## src/rtl/wave_dac_serializer_if.sv

```systemverilog
// Generator-side handshake and DAC serial pins of the waveform output stage.
interface wave_dac_serializer_if;
  logic [15:0] sample;
  logic        sample_valid;
  logic        sample_ready;
  logic [7:0]  gain;
  logic        dac_cs_n;
  logic        dac_sclk;
  logic        dac_mosi;
  logic        busy;
  logic        frame_done;

  // Driver of samples and observer of the DAC pins
  modport master (
    output sample,
    output sample_valid,
    output gain,
    input  sample_ready,
    input  dac_cs_n,
    input  dac_sclk,
    input  dac_mosi,
    input  busy,
    input  frame_done
  );

  // The serializer itself
  modport slave (
    input  sample,
    input  sample_valid,
    input  gain,
    output sample_ready,
    output dac_cs_n,
    output dac_sclk,
    output dac_mosi,
    output busy,
    output frame_done
  );
endinterface

```

## src/rtl/wave_dac_serializer.sv

```systemverilog
// Scales 16-bit waveform samples by (gain+1)/256 and shifts them MSB first to a
// 16-bit SPI DAC. Every output is a register; the next-state logic computes the
// value each output must hold in the state being entered.
module wave_dac_serializer #(
  parameter int unsigned CLK_DIV = 4
) (
  input logic                  clk,
  input logic                  reset,
  wave_dac_serializer_if.slave bus
);

  typedef enum logic [2:0] {StIdle, StScale, StSetup, StShift, StHold} state_e;

  localparam logic [7:0] DivLast = 8'(CLK_DIV - 1);

  state_e      state_q, state_d;
  logic [7:0]  div_q, div_d;
  logic [3:0]  bit_q, bit_d;
  logic        phase_q, phase_d;  // 0: sclk high half, 1: sclk low half
  logic [15:0] sample_q, sample_d;
  logic [7:0]  gain_q, gain_d;
  logic [15:0] scaled_q, scaled_d;
  logic        ready_q, ready_d;
  logic        cs_n_q, cs_n_d;
  logic        sclk_q, sclk_d;
  logic        mosi_q, mosi_d;
  logic        busy_q, busy_d;
  logic        done_q, done_d;
  logic [24:0] product;

  // Full 25-bit product; gain+1 spans 1..256 so it needs 9 bits
  assign product = 25'(sample_q) * 25'({1'b0, gain_q} + 9'd1);

  // Next state, counters and the output values for the state being entered
  always_comb begin
    state_d  = state_q;
    div_d    = div_q;
    bit_d    = bit_q;
    phase_d  = phase_q;
    sample_d = sample_q;
    gain_d   = gain_q;
    scaled_d = scaled_q;
    cs_n_d   = cs_n_q;
    sclk_d   = sclk_q;
    mosi_d   = mosi_q;
    done_d   = 1'b0;

    unique case (state_q)
      StIdle: begin
        cs_n_d = 1'b1;
        sclk_d = 1'b0;
        mosi_d = 1'b0;
        div_d  = '0;
        bit_d  = '0;
        if (bus.sample_valid && ready_q) begin
          sample_d = bus.sample;
          gain_d   = bus.gain;
          state_d  = StScale;
        end
      end
      StScale: begin
        scaled_d = product[23:8];
        cs_n_d   = 1'b0;
        sclk_d   = 1'b0;
        mosi_d   = product[23];
        div_d    = '0;
        state_d  = StSetup;
      end
      StSetup: begin
        if (div_q == DivLast) begin
          div_d   = '0;
          bit_d   = 4'd15;
          phase_d = 1'b0;
          sclk_d  = 1'b1;
          state_d = StShift;
        end else begin
          div_d = div_q + 8'd1;
        end
      end
      StShift: begin
        if (div_q != DivLast) begin
          div_d = div_q + 8'd1;
        end else begin
          div_d = '0;
          if (!phase_q) begin
            // Falling sclk: present the next bit, or keep bit 0 after the last one
            phase_d = 1'b1;
            sclk_d  = 1'b0;
            mosi_d  = (bit_q != 4'd0) ? scaled_q[bit_q - 4'd1] : scaled_q[0];
          end else if (bit_q == 4'd0) begin
            phase_d = 1'b0;
            cs_n_d  = 1'b1;
            sclk_d  = 1'b0;
            mosi_d  = 1'b0;
            done_d  = 1'b1;
            state_d = StHold;
          end else begin
            phase_d = 1'b0;
            bit_d   = bit_q - 4'd1;
            sclk_d  = 1'b1;
          end
        end
      end
      StHold: begin
        cs_n_d = 1'b1;
        sclk_d = 1'b0;
        mosi_d = 1'b0;
        if (div_q == DivLast) begin
          div_d   = '0;
          state_d = StIdle;
        end else begin
          div_d = div_q + 8'd1;
        end
      end
      default: begin
        cs_n_d  = 1'b1;
        sclk_d  = 1'b0;
        mosi_d  = 1'b0;
        state_d = StIdle;
      end
    endcase

    ready_d = (state_d == StIdle);
    busy_d  = (state_d != StIdle);
  end

  // State, datapath and output registers
  always_ff @(posedge clk or negedge reset) begin
    if (!reset) begin
      state_q  <= StIdle;
      div_q    <= '0;
      bit_q    <= '0;
      phase_q  <= 1'b0;
      sample_q <= '0;
      gain_q   <= '0;
      scaled_q <= '0;
      ready_q  <= 1'b0;
      cs_n_q   <= 1'b1;
      sclk_q   <= 1'b0;
      mosi_q   <= 1'b0;
      busy_q   <= 1'b0;
      done_q   <= 1'b0;
    end else begin
      state_q  <= state_d;
      div_q    <= div_d;
      bit_q    <= bit_d;
      phase_q  <= phase_d;
      sample_q <= sample_d;
      gain_q   <= gain_d;
      scaled_q <= scaled_d;
      ready_q  <= ready_d;
      cs_n_q   <= cs_n_d;
      sclk_q   <= sclk_d;
      mosi_q   <= mosi_d;
      busy_q   <= busy_d;
      done_q   <= done_d;
    end
  end

  assign bus.sample_ready = ready_q;
  assign bus.dac_cs_n     = cs_n_q;
  assign bus.dac_sclk     = sclk_q;
  assign bus.dac_mosi     = mosi_q;
  assign bus.busy         = busy_q;
  assign bus.frame_done   = done_q;

endmodule

```

## src/flat_wrapper.sv

```systemverilog
// flat-port wrapper written by rule: the top's interface ports become plain ports
module wave_dac_serializer_flat 
#(
  parameter int unsigned CLK_DIV = 4
)
  (clk, reset, bus_sample, bus_sample_valid, bus_gain, bus_sample_ready, bus_dac_cs_n, bus_dac_sclk, bus_dac_mosi, bus_busy, bus_frame_done);
  wave_dac_serializer_if bus_i ();
  input logic clk;
  input logic reset;
  input wire logic [$bits(bus_i.sample)-1:0] bus_sample;
  input wire logic [$bits(bus_i.sample_valid)-1:0] bus_sample_valid;
  input wire logic [$bits(bus_i.gain)-1:0] bus_gain;
  output wire logic [$bits(bus_i.sample_ready)-1:0] bus_sample_ready;
  output wire logic [$bits(bus_i.dac_cs_n)-1:0] bus_dac_cs_n;
  output wire logic [$bits(bus_i.dac_sclk)-1:0] bus_dac_sclk;
  output wire logic [$bits(bus_i.dac_mosi)-1:0] bus_dac_mosi;
  output wire logic [$bits(bus_i.busy)-1:0] bus_busy;
  output wire logic [$bits(bus_i.frame_done)-1:0] bus_frame_done;
  assign bus_i.sample = bus_sample;
  assign bus_i.sample_valid = bus_sample_valid;
  assign bus_i.gain = bus_gain;
  assign bus_sample_ready = bus_i.sample_ready;
  assign bus_dac_cs_n = bus_i.dac_cs_n;
  assign bus_dac_sclk = bus_i.dac_sclk;
  assign bus_dac_mosi = bus_i.dac_mosi;
  assign bus_busy = bus_i.busy;
  assign bus_frame_done = bus_i.frame_done;
  wave_dac_serializer #(.CLK_DIV(CLK_DIV)) u_core (.clk(clk), .reset(reset), .bus(bus_i));
endmodule
```

## config.mk

```make
export PLATFORM = sky130hd
export DESIGN_NAME = wave_dac_serializer_flat
export DESIGN_NICKNAME = d
export VERILOG_FILES = /design/src/rtl/wave_dac_serializer_if.sv /design/src/rtl/wave_dac_serializer.sv /design/src/flat_wrapper.sv
export SDC_FILE = /design/constraint.sdc
export NUM_CORES = 1
export LEC_CHECK = 0
export CORE_MARGIN = 4
export CORE_UTILIZATION = 56
export DETAILED_ROUTE_END_ITERATION = 6
export HOLD_SLACK_MARGIN = 0.1
export PLACE_DENSITY_LB_ADDON = 0.05
export SYNTH_ARGS = -nofsm -noshare
export SYNTH_HDL_FRONTEND = slang
export SYNTH_SLANG_ARGS = --single-unit
```

## constraint.sdc

```tcl
create_clock -name clk -period 11.85 [get_ports clk]
set_clock_uncertainty 0.2 [all_clocks]
set_input_delay 1.185 -clock clk [delete_from_list [all_inputs] [get_ports clk]]
set_output_delay 1.185 -clock clk [all_outputs]
set_load 0.02 [all_outputs]
```

**Yosys cells after proc, flatten, opt, wreduce, memory -nomap -nowiden**

Cells that the tools add are included.

- Bits in registers: 62
- Latch bits: 0
- Memory bits (writable): 0
- Bits in read-only memories: 0
- Output and inout bits: 6
- Memories kept: 0

- Add/sub/neg operators: 3
- Multiply operators: 1
- Divide/modulo/power cells: 0
- $lt $le $gt $ge: 1
- Equal/unequal tests: 12
- Shift-type cells: 0
- Mux-type cells: 39
- Bitwise operators: 1
- Reduce and logical (&&, ||, !) cells: 17

Operators by type and width:

| cell | number |
|---|---|
| $mul A16 B25 Y24 | 1 |
| $pmux W8 S3 | 1 |
| $mux W1 | 19 |
| $mux W3 | 6 |
| $mux W4 | 4 |
| $mux W8 | 2 |
| $pmux W3 S5 | 1 |
| $pmux W4 S3 | 1 |
| $add A8 B1 Y9 const B | 1 |
| $reduce_bool A3 Y1 | 3 |
| $add A8 B1 Y8 const B | 1 |
| $eq A8 B2 Y1 const B | 1 |
| $ne A8 B2 Y1 const B | 1 |
| $eq A3 B2 Y1 const B | 2 |
| $logic_not A3 Y1 | 2 |
| $ne A2 B1 Y1 const B | 3 |
| $pmux W1 S3 | 2 |
| $reduce_and A3 Y1 | 2 |
| $lt A4 B5 Y1 const B | 1 |
| $reduce_and A5 Y1 | 1 |
| $bmux W1 S4 | 1 |
| $logic_not A4 Y1 | 1 |
| $ne A2 B2 Y1 const B | 2 |
| $pmux W1 S2 | 2 |
| other kinds (11) | 13 |

**Logic depth before layout (Yosys ltp)**

Gate-level depths: netlist (run 1).

- Depth after elaboration: 7
- Gate-level depth with buffers: 22
- Gate-level depth less buffers: 21

**Least setup slack after synthesis (run 1)**

OpenSTA, ideal clock, no wires.

- Path type: reg2reg
- Start point: register u_core.gain_q[2]
- End point: register u_core.scaled_q[12]
- Setup time: 122 ps
- Arrival: 5353 ps
- Data required time: 11528 ps
- Setup slack: 6176 ps
- Stages on the path, launching flop included: 21
- Path buffers: 1
- Clock period less this slack: 5674 ps
- Path through: dfrtp_1 and4_1 nand2_1 nor2_1 xor2_1 clkbuf_1 and2_1 fa_1 fa_1 fa_1 inv_1 fa_1 inv_1 ha_1 a21o_1 a221o_1 a21o_1 a21oi_4 o21ai_2 a211o_1 a32o_1

- Word-level cells in the longest chain between the ends: 2

RTL lines:

| element | line | RTL |
|---|---|---|
| start: declaration | wave_dac_serializer.sv:21 | `logic [7:0] gain_q, gain_d;` |
| start signal: assignment | wave_dac_serializer.sv:149 | `gain_q <= gain_d;` |
| $add A8 B1 Y9 | wave_dac_serializer.sv:32 | `assign product = 25'(sample_q) * 25'({1'b0, gain_q} + 9'd1);` |
| $mul A16 B25 Y24 | wave_dac_serializer.sv:32 |  |
| end signal: assignment | wave_dac_serializer.sv:150 | `scaled_q <= scaled_d;` |
| end: declaration | wave_dac_serializer.sv:22 | `logic [15:0] scaled_q, scaled_d;` |

No other way between the ends.
A chain may end at the register's enable or synchronous reset.

**Final worst setup path (run 1)**

- Start point: register u_core.gain_q[0]
- End point: register u_core.scaled_q[12]

The elaborated chain is that of the path after synthesis.

==> results.py, run 1 <==
metrics = {
    "logic_synthesis": {
        "synth_edf_count": 0,
        "async_flop_share_pct": 100.0,
        "synth_top_cell_area_share_pct": 27.19,
        "synth_area_leaders": "fa_1, dfrtp_1, ha_1",
        "netlist-cell-type-count": 56,
        "ys.flop_type": "dfrtp_1",
        "avgSynthCellArea_sq_um": 9.396,
        "ys_ff_latch": 62,
        "synth_cells": 760,
        "synth_area_sq_um": 7141,
        "ys_seq_area_share_pct": 21.75,
        "synth_area_leader_cell": "fa_1",
        "synth_fp_nets": 927,
        "yosysWarningCount": 0,
    },
    "clocking": {
        "htree_levels": 3,
        "post_cts_resized": 0,
        "cts_hold_buf": 0,
        "clkSinkCount": 62,
        "clkTransAtPathRegs_ns": 0.06,
        "root_buffer": "clkbuf_16",
        "cts_tree": "built",
        "cts_max_path_buffers": 2,
        "insertion_delay_ns": 0.34,
        "cts_made_buffers": 9,
        "postCtsSetupBuffers": 0,
    },
    "power": {
        "power.density_nw_per_um2": 271.1,
        "ir_drop_v": 0.0001318,
        "power_mw": 2.139,
        "leakage_nw": 3.883,
    },
    "placed_design": {
        "preCtsSetupSlack_ns": 5.507,
        "hpwlAfterDp_um": 11670,
        "place_area_sq_um": 7594,
        "gp_congestion": 0.8624,
        "place_inst": 933,
        "io_buffers": 32,
    },
    "floorplanning": {
        "start_util_pct": 58.23,
        "core-area_sq_um": 12260,
        "chipWidth_um": 120.9,
        "die-area_sq_um": 14620,
        "io_pins": 33,
        "row_count": 40,
        "die_h_um": 120.9,
    },
    "setup_path": {
        "cp_max_fo": 19,
        "cpMostUsedCell": "fa_1",
        "endpoint_kind": "register",
        "crit_required_ns": 11.88,
        "arrival_ns": 6.43,
        "critPathLaunchType": "register",
        "slowest_delay_ns": 0.73,
        "crit_slowest_cell": "dfrtp_1",
        "path_class": "register to register",
        "cp_cell_sequence": "ha_1 -> nand2_1 -> nor2_1 -> nand2_1 -> fa_1 -> fa_1 -> fa_1 -> fa_1 -> inv_1 -> ha_1 -> a21o_1 -> a221o_1 -> a21o_1 -> a21oi_4 -> o21ai_2 -> a211o_1 -> a32o_1",
        "r2r_cells": 17,
    },
    "run": {
        "maxCapViolations": 0,
    },
    "grt": {
        "grt_pass1_wl_um": 26410,
        "grt_max_degree": 63,
        "gr-usage-all-layers_pct": 22.76,
        "grt-ovfl-total": 0,
        "antenna_found_initial": 0,
        "grt_pass1_vias": 5409,
    },
    "status": {
        "outcome": "finished, final reports clean",
    },
    "sta": {
        "period_minus_slack_ns": 6.402,
        "post-route-period-util_pct": 54.02,
        "relSlewSlack_pct": 38.08,
        "hold_ws_ns": 0.2758,
        "slew_viol_final": 0,
        "fin_ws_ns": 5.448,
        "worstMarginPinSlew_ns": 0.9253,
        "hold_violations": 0,
        "finalSetupViolations": 0,
        "clock.fmax_mhz": 156.2,
        "fin_tns_setup_ns": 0,
        "rsz0062_at_grt": "false",
    },
    "routing": {
        "wirelength_um": 15030,
        "avgViaCountPerCell": 5.399,
        "dr_total_vias": 5124,
        "wl_per_cell_um": 15.84,
        "initialDrtViolationCount": 242,
        "dr.pass1.iters": 5,
        "drc": 0,
        "ant_nets": 0,
    },
    "cells_and_area": {
        "drive_above_1_share_pct": 8.451,
        "syn_to_final_growth_pct": 10.53,
        "layoutNonFillerInstCount": 949,
        "fillers": 1029,
        "postLayoutCoreUtil_pct": 64.37,
        "nets": 943,
        "finalInstanceArea_sq_um": 7893,
        "diodes": 0,
        "layout_common_cells": "inv_1, nand2_1, fa_1",
        "final_common_cell": "inv_1",
    },
    "hold_path": {
        "hold_path_class": "register to register",
        "hold_depth": 2,
    },
}
## routing by layer
metal | global-route usage [%] | up-vias | routed length (um) | share of wire [%]
met3 | 6.061 | 22 | 909 | 6.0
met5 | 0 | - | 0 | 0
li1 | - | 2410 | - | -
met4 | 6.516 | 0 | 255 | 1.7
met1 | 31.08 | 2560 | 6688 | 44
met2 | 35.95 | 132 | 7178 | 48
## worst paths after layout
kind / slack [ns] / startpoint / endpoint
worst min-delay path: 0.28 / u_core.scaled_q[8]$_DFFE_PN0P_ / u_core.scaled_q[8]$_DFFE_PN0P_
worst max register to register: 5.45 / u_core.gain_q[0]$_DFFE_PN0P_ / u_core.scaled_q[12]$_DFFE_PN0P_
worst min register to register: 0.28 / u_core.scaled_q[8]$_DFFE_PN0P_ / u_core.scaled_q[8]$_DFFE_PN0P_
min in group asynchronous: 0.81 / reset / u_core.div_q[0]$_DFFE_PN0P_
worst max-delay path: 5.45 / u_core.gain_q[0]$_DFFE_PN0P_ / u_core.scaled_q[12]$_DFFE_PN0P_
max in group asynchronous: 10.11 / reset / u_core.state_q[2]$_DFF_PN0_
## sequential cells by signal, summed over array words and instances, names as in the netlist
name                     count
u_core.bit_q                 4
u_core.bus.busy              1
u_core.bus.dac_cs_n          1
u_core.bus.dac_mosi          1
u_core.bus.dac_sclk          1
u_core.bus.frame_done        1
u_core.bus.sample_ready      1
u_core.div_q                 8
u_core.gain_q                8
u_core.phase_q               1
u_core.sample_q             16
u_core.scaled_q             16
u_core.state_q               3
## worst max-delay path, delay by kind of cell (launching register included)
family / cells / cell delay, ns
buffers and inverters: 1 / 0.05
adders and majority gates: 6 / 2.78
AOI/OAI and AO/OA: 7 / 1.56
DFF: 1 / 0.73
and+or+nand+nor: 3 / 0.96
## synth_stat cells (18+ instances only)
cell        n
nand2_1   101
a21oi_1    19
clkbuf_1   23
inv_1     130
dfrtp_1    61
xnor2_1    18
ha_1       43
nor2_1     29
mux2_2     25
and2_1     68
fa_1       97
o21ai_0    29
## power breakdown
part | total [mW] | switching (mW) | internal (mW) | leakage, nW
Clock | 0.270 | 0.107 | 0.163 | 0.146
Sequential | 0.361 | 0.0864 | 0.274 | 0.772
Combinational | 1.51 | 0.863 | 0.645 | 2.97
Total | 2.14 | 1.06 | 1.08 | 3.88
## area by class of cell
class	count	area (sq um)	area share, %
clock inverter	7	73.82	0.9353
multi-input combinational	533	4967	62.94
timing repair buffer	40	375.4	4.756
tap	168	210.2	2.663
clock buffer	9	225.2	2.854
sequential	62	1553	19.67
inverter	130	488.0	6.183
## logic make-up (layout without fill, tap and decap cells)
group,after synthesis,after routing,synth area share [%]
DFF,62,62,21.75
adders and majority gates,140,140,34.73
AOI/OAI and AO/OA,86,86,8.376
buffers and inverters,165,186,8.726
xor gates and xnor gates,31,31,3.802
muxes,31,31,5.660
and+or+nand+nor,245,245,16.96
Note: power is estimated with default switching activity, not from simulation.
==> run 2, diff against run 1 <==
Clock period 11.85 ns to 6.16 ns, I/O delays scaled along.
==> results.py, run 2 (synthesis results as in run 1) <==
metrics = {
    "status": {
        "outcome": "finished, final reports clean",
    },
    "cells_and_area": {
        "nets": 947,
        "reg_top3": "u_core.sample_q (16), u_core.scaled_q (16)",
        "fillers": 989,
        "syn_to_final_growth_pct": 11.93,
        "final_common_cell": "inv_1",
        "drive_above_1_share_pct": 9.427,
        "postLayoutCoreUtil_pct": 65.18,
        "diodes": 0,
        "layout_common_cells": "inv_1, nand2_1, fa_1",
    },
    "grt": {
        "grt_max_degree": 63,
        "grt_pass1_wl_um": 26240,
        "grt-ovfl-total": 0,
        "antenna_found_initial": 0,
        "grt_pass1_vias": 5484,
        "gr-usage-all-layers_pct": 22.45,
    },
    "routing": {
        "dr_total_vias": 5123,
        "top_layer": "met4",
        "wl_per_cell_um": 15.45,
        "dr.pass1.iters": 4,
        "met2_length_um": 7097,
        "wirelength_um": 14730,
        "drt-met1-wl_um": 6640,
        "ant_nets": 0,
        "initialDrtViolationCount": 249,
        "drc": 0,
        "avgViaCountPerCell": 5.376,
        "wl_met3_um": 791,
    },
    "sta": {
        "post-route-period-util_pct": 95.92,
        "hold_violations": 0,
        "worstMarginPinSlew_ns": 0.8597,
        "clock.fmax_mhz": 169.2,
        "relSlewSlack_pct": 42.55,
        "period_minus_slack_ns": 5.909,
        "slew_viol_final": 0,
        "fin_tns_setup_ns": 0,
        "fin_ws_ns": 0.2511,
        "finalSetupViolations": 0,
    },
    "power": {
        "pwr-share-comb_pct": 69.2,
        "clockPowerShare_pct": 14.2,
        "seqPwrFrac_pct": 16.6,
        "leakage_nw": 3.932,
        "ir_drop_v": 0.0002863,
        "power.density_nw_per_um2": 519.0,
        "p_sw_mw": 1.996,
        "p_int_mw": 2.152,
        "switching_share_pct": 48.12,
    },
    "floorplanning": {
        "start_util_pct": 58.23,
        "die-area_sq_um": 14620,
        "chipWidth_um": 120.9,
        "row_count": 40,
        "io_pins": 33,
        "die_h_um": 120.9,
        "core-area_sq_um": 12260,
    },
    "placed_design": {
        "preCtsSetupSlack_ns": -0.08936,
        "gp_congestion": 0.8229,
        "hpwlAfterDp_um": 11630,
        "io_buffers": 32,
    },
    "setup_path": {
        "cp_max_fo": 11,
        "arrival_ns": 5.94,
        "endpoint_kind": "register",
        "path_class": "register to register",
        "crit_required_ns": 6.19,
        "critPathLaunchType": "register",
    },
    "clocking": {
        "htree_levels": 3,
        "clkSinkCount": 62,
        "insertion_delay_ns": 0.34,
        "root_buffer": "clkbuf_16",
        "cts_max_path_buffers": 2,
        "cts_made_buffers": 9,
        "cts_hold_buf": 0,
        "clkTransAtPathRegs_ns": 0.06,
        "cts_tree": "built",
    },
    "run": {
        "maxCapViolations": 0,
    },
    "hold_path": {
        "hold_path_class": "primary input to asynchronous set/reset pin",
    },
}
-- run 2: changes by cell type in the layout (fill, tap and decap cells not counted), moves of 2 or more --
| cell | previous run | this run |
|---|---|---|
| buf_4 | 8 | 12 |
| bufinv_16 | 1 | 3 |
| clkinv_4 | 2 | 0 |
| dfrtp_1 | 61 | 59 |
| dfrtp_2 | 0 | 2 |
-- run 2: what timing repair did --
| action | 4_1_cts | 5_1_grt |
|---|---|---|
| gates resized for setup | 1 | 5 |
| pin swaps | 0 | 1 |
| setup buffers | 0 | 1 |
| endpoints found under the setup margin | 3 | 8 |
| gates cloned | 0 | 0 |
-- run 2: area by class of cell --
cell class	instances	area (sq um)	share of cell area, %
multi-input cells	533	4996	62.51
repair buffers	44	405.4	5.072
clock buffers	10	229.0	2.865
inverters	130	488.0	6.105
clock inverters	6	108.9	1.362
well taps	168	210.2	2.630
flip-flops and latches	62	1555	19.46
-- run 2: stage by stage --
step,power (mW),hold WS (ns),instances,cell area [sq um]
2_1_floorplan,2.928,0.1204,760,7141
3_3_place_gp,3.487,0.2597,936,7616
3_5_place_dp,3.578,0.2668,936,7616
4_1_cts,4.189,0.2764,952,7961
5_1_grt,4.665,0.3118,953,7993
6_report,4.148,0.2428,953,7993
-- run 2: power groups by stage --
| stage | Clock (mW) | Sequential [mW] | Combinational [mW] |
|---|---|---|---|
| after floorplan | 0 | 0.608 | 2.32 |
| after global placement | 0 | 0.685 | 2.80 |
| after detailed placement | 0 | 0.691 | 2.89 |
| after CTS | 0.602 | 0.685 | 2.90 |
| after global routing | 0.622 | 0.711 | 3.33 |
| final | 0.590 | 0.687 | 2.87 |
-- run 2: path summary, 6_finish.rpt --
| path | from | to | slack, ns | depth (start not counted) |
|---|---|---|---|---|
| setup reg to reg | u_core.gain_q[3]$_DFFE_PN0P_ | u_core.scaled_q[12]$_DFFE_PN0P_ | 0.25 | 20 |
| hold / removal | reset | u_core.div_q[1]$_DFFE_PN0P_ | 0.24 | 2 |
| max in group asynchronous | reset | u_core.gain_q[2]$_DFFE_PN0P_ | 4.96 | 2 |
| hold reg to reg | u_core.scaled_q[1]$_DFFE_PN0P_ | u_core.scaled_q[1]$_DFFE_PN0P_ | 0.28 | 2 |
| setup / recovery | u_core.gain_q[3]$_DFFE_PN0P_ | u_core.scaled_q[12]$_DFFE_PN0P_ | 0.25 | 20 |
| min in group clk | u_core.scaled_q[1]$_DFFE_PN0P_ | u_core.scaled_q[1]$_DFFE_PN0P_ | 0.28 | 2 |
-- run 2: worst max-delay path: stages, from the launching register on --
cell and delay [ns]:
dfrtp_1 0.44, and4_1 0.24, nand2_1 0.09, nor2_1 0.19, xor2_2 0.20, buf_4 0.20, and2_1 0.17, fa_1 0.46
fa_1 0.52, fa_1 0.55, inv_1 0.05, fa_1 0.52, inv_1 0.04, ha_1 0.37, and3_1 0.22, a221o_1 0.29
a21o_1 0.20, a21oi_4 0.16, o21ai_2 0.10, a211o_1 0.32, a32o_1 0.25
-- run 2: metal layers --
metal / global-route usage, % / vias up
met5: 0 / -
met1: 31.30 / 2549
li1: - / 2419
met3: 4.289 / 16
met2: 35.98 / 139
met4: 6.516 / 0
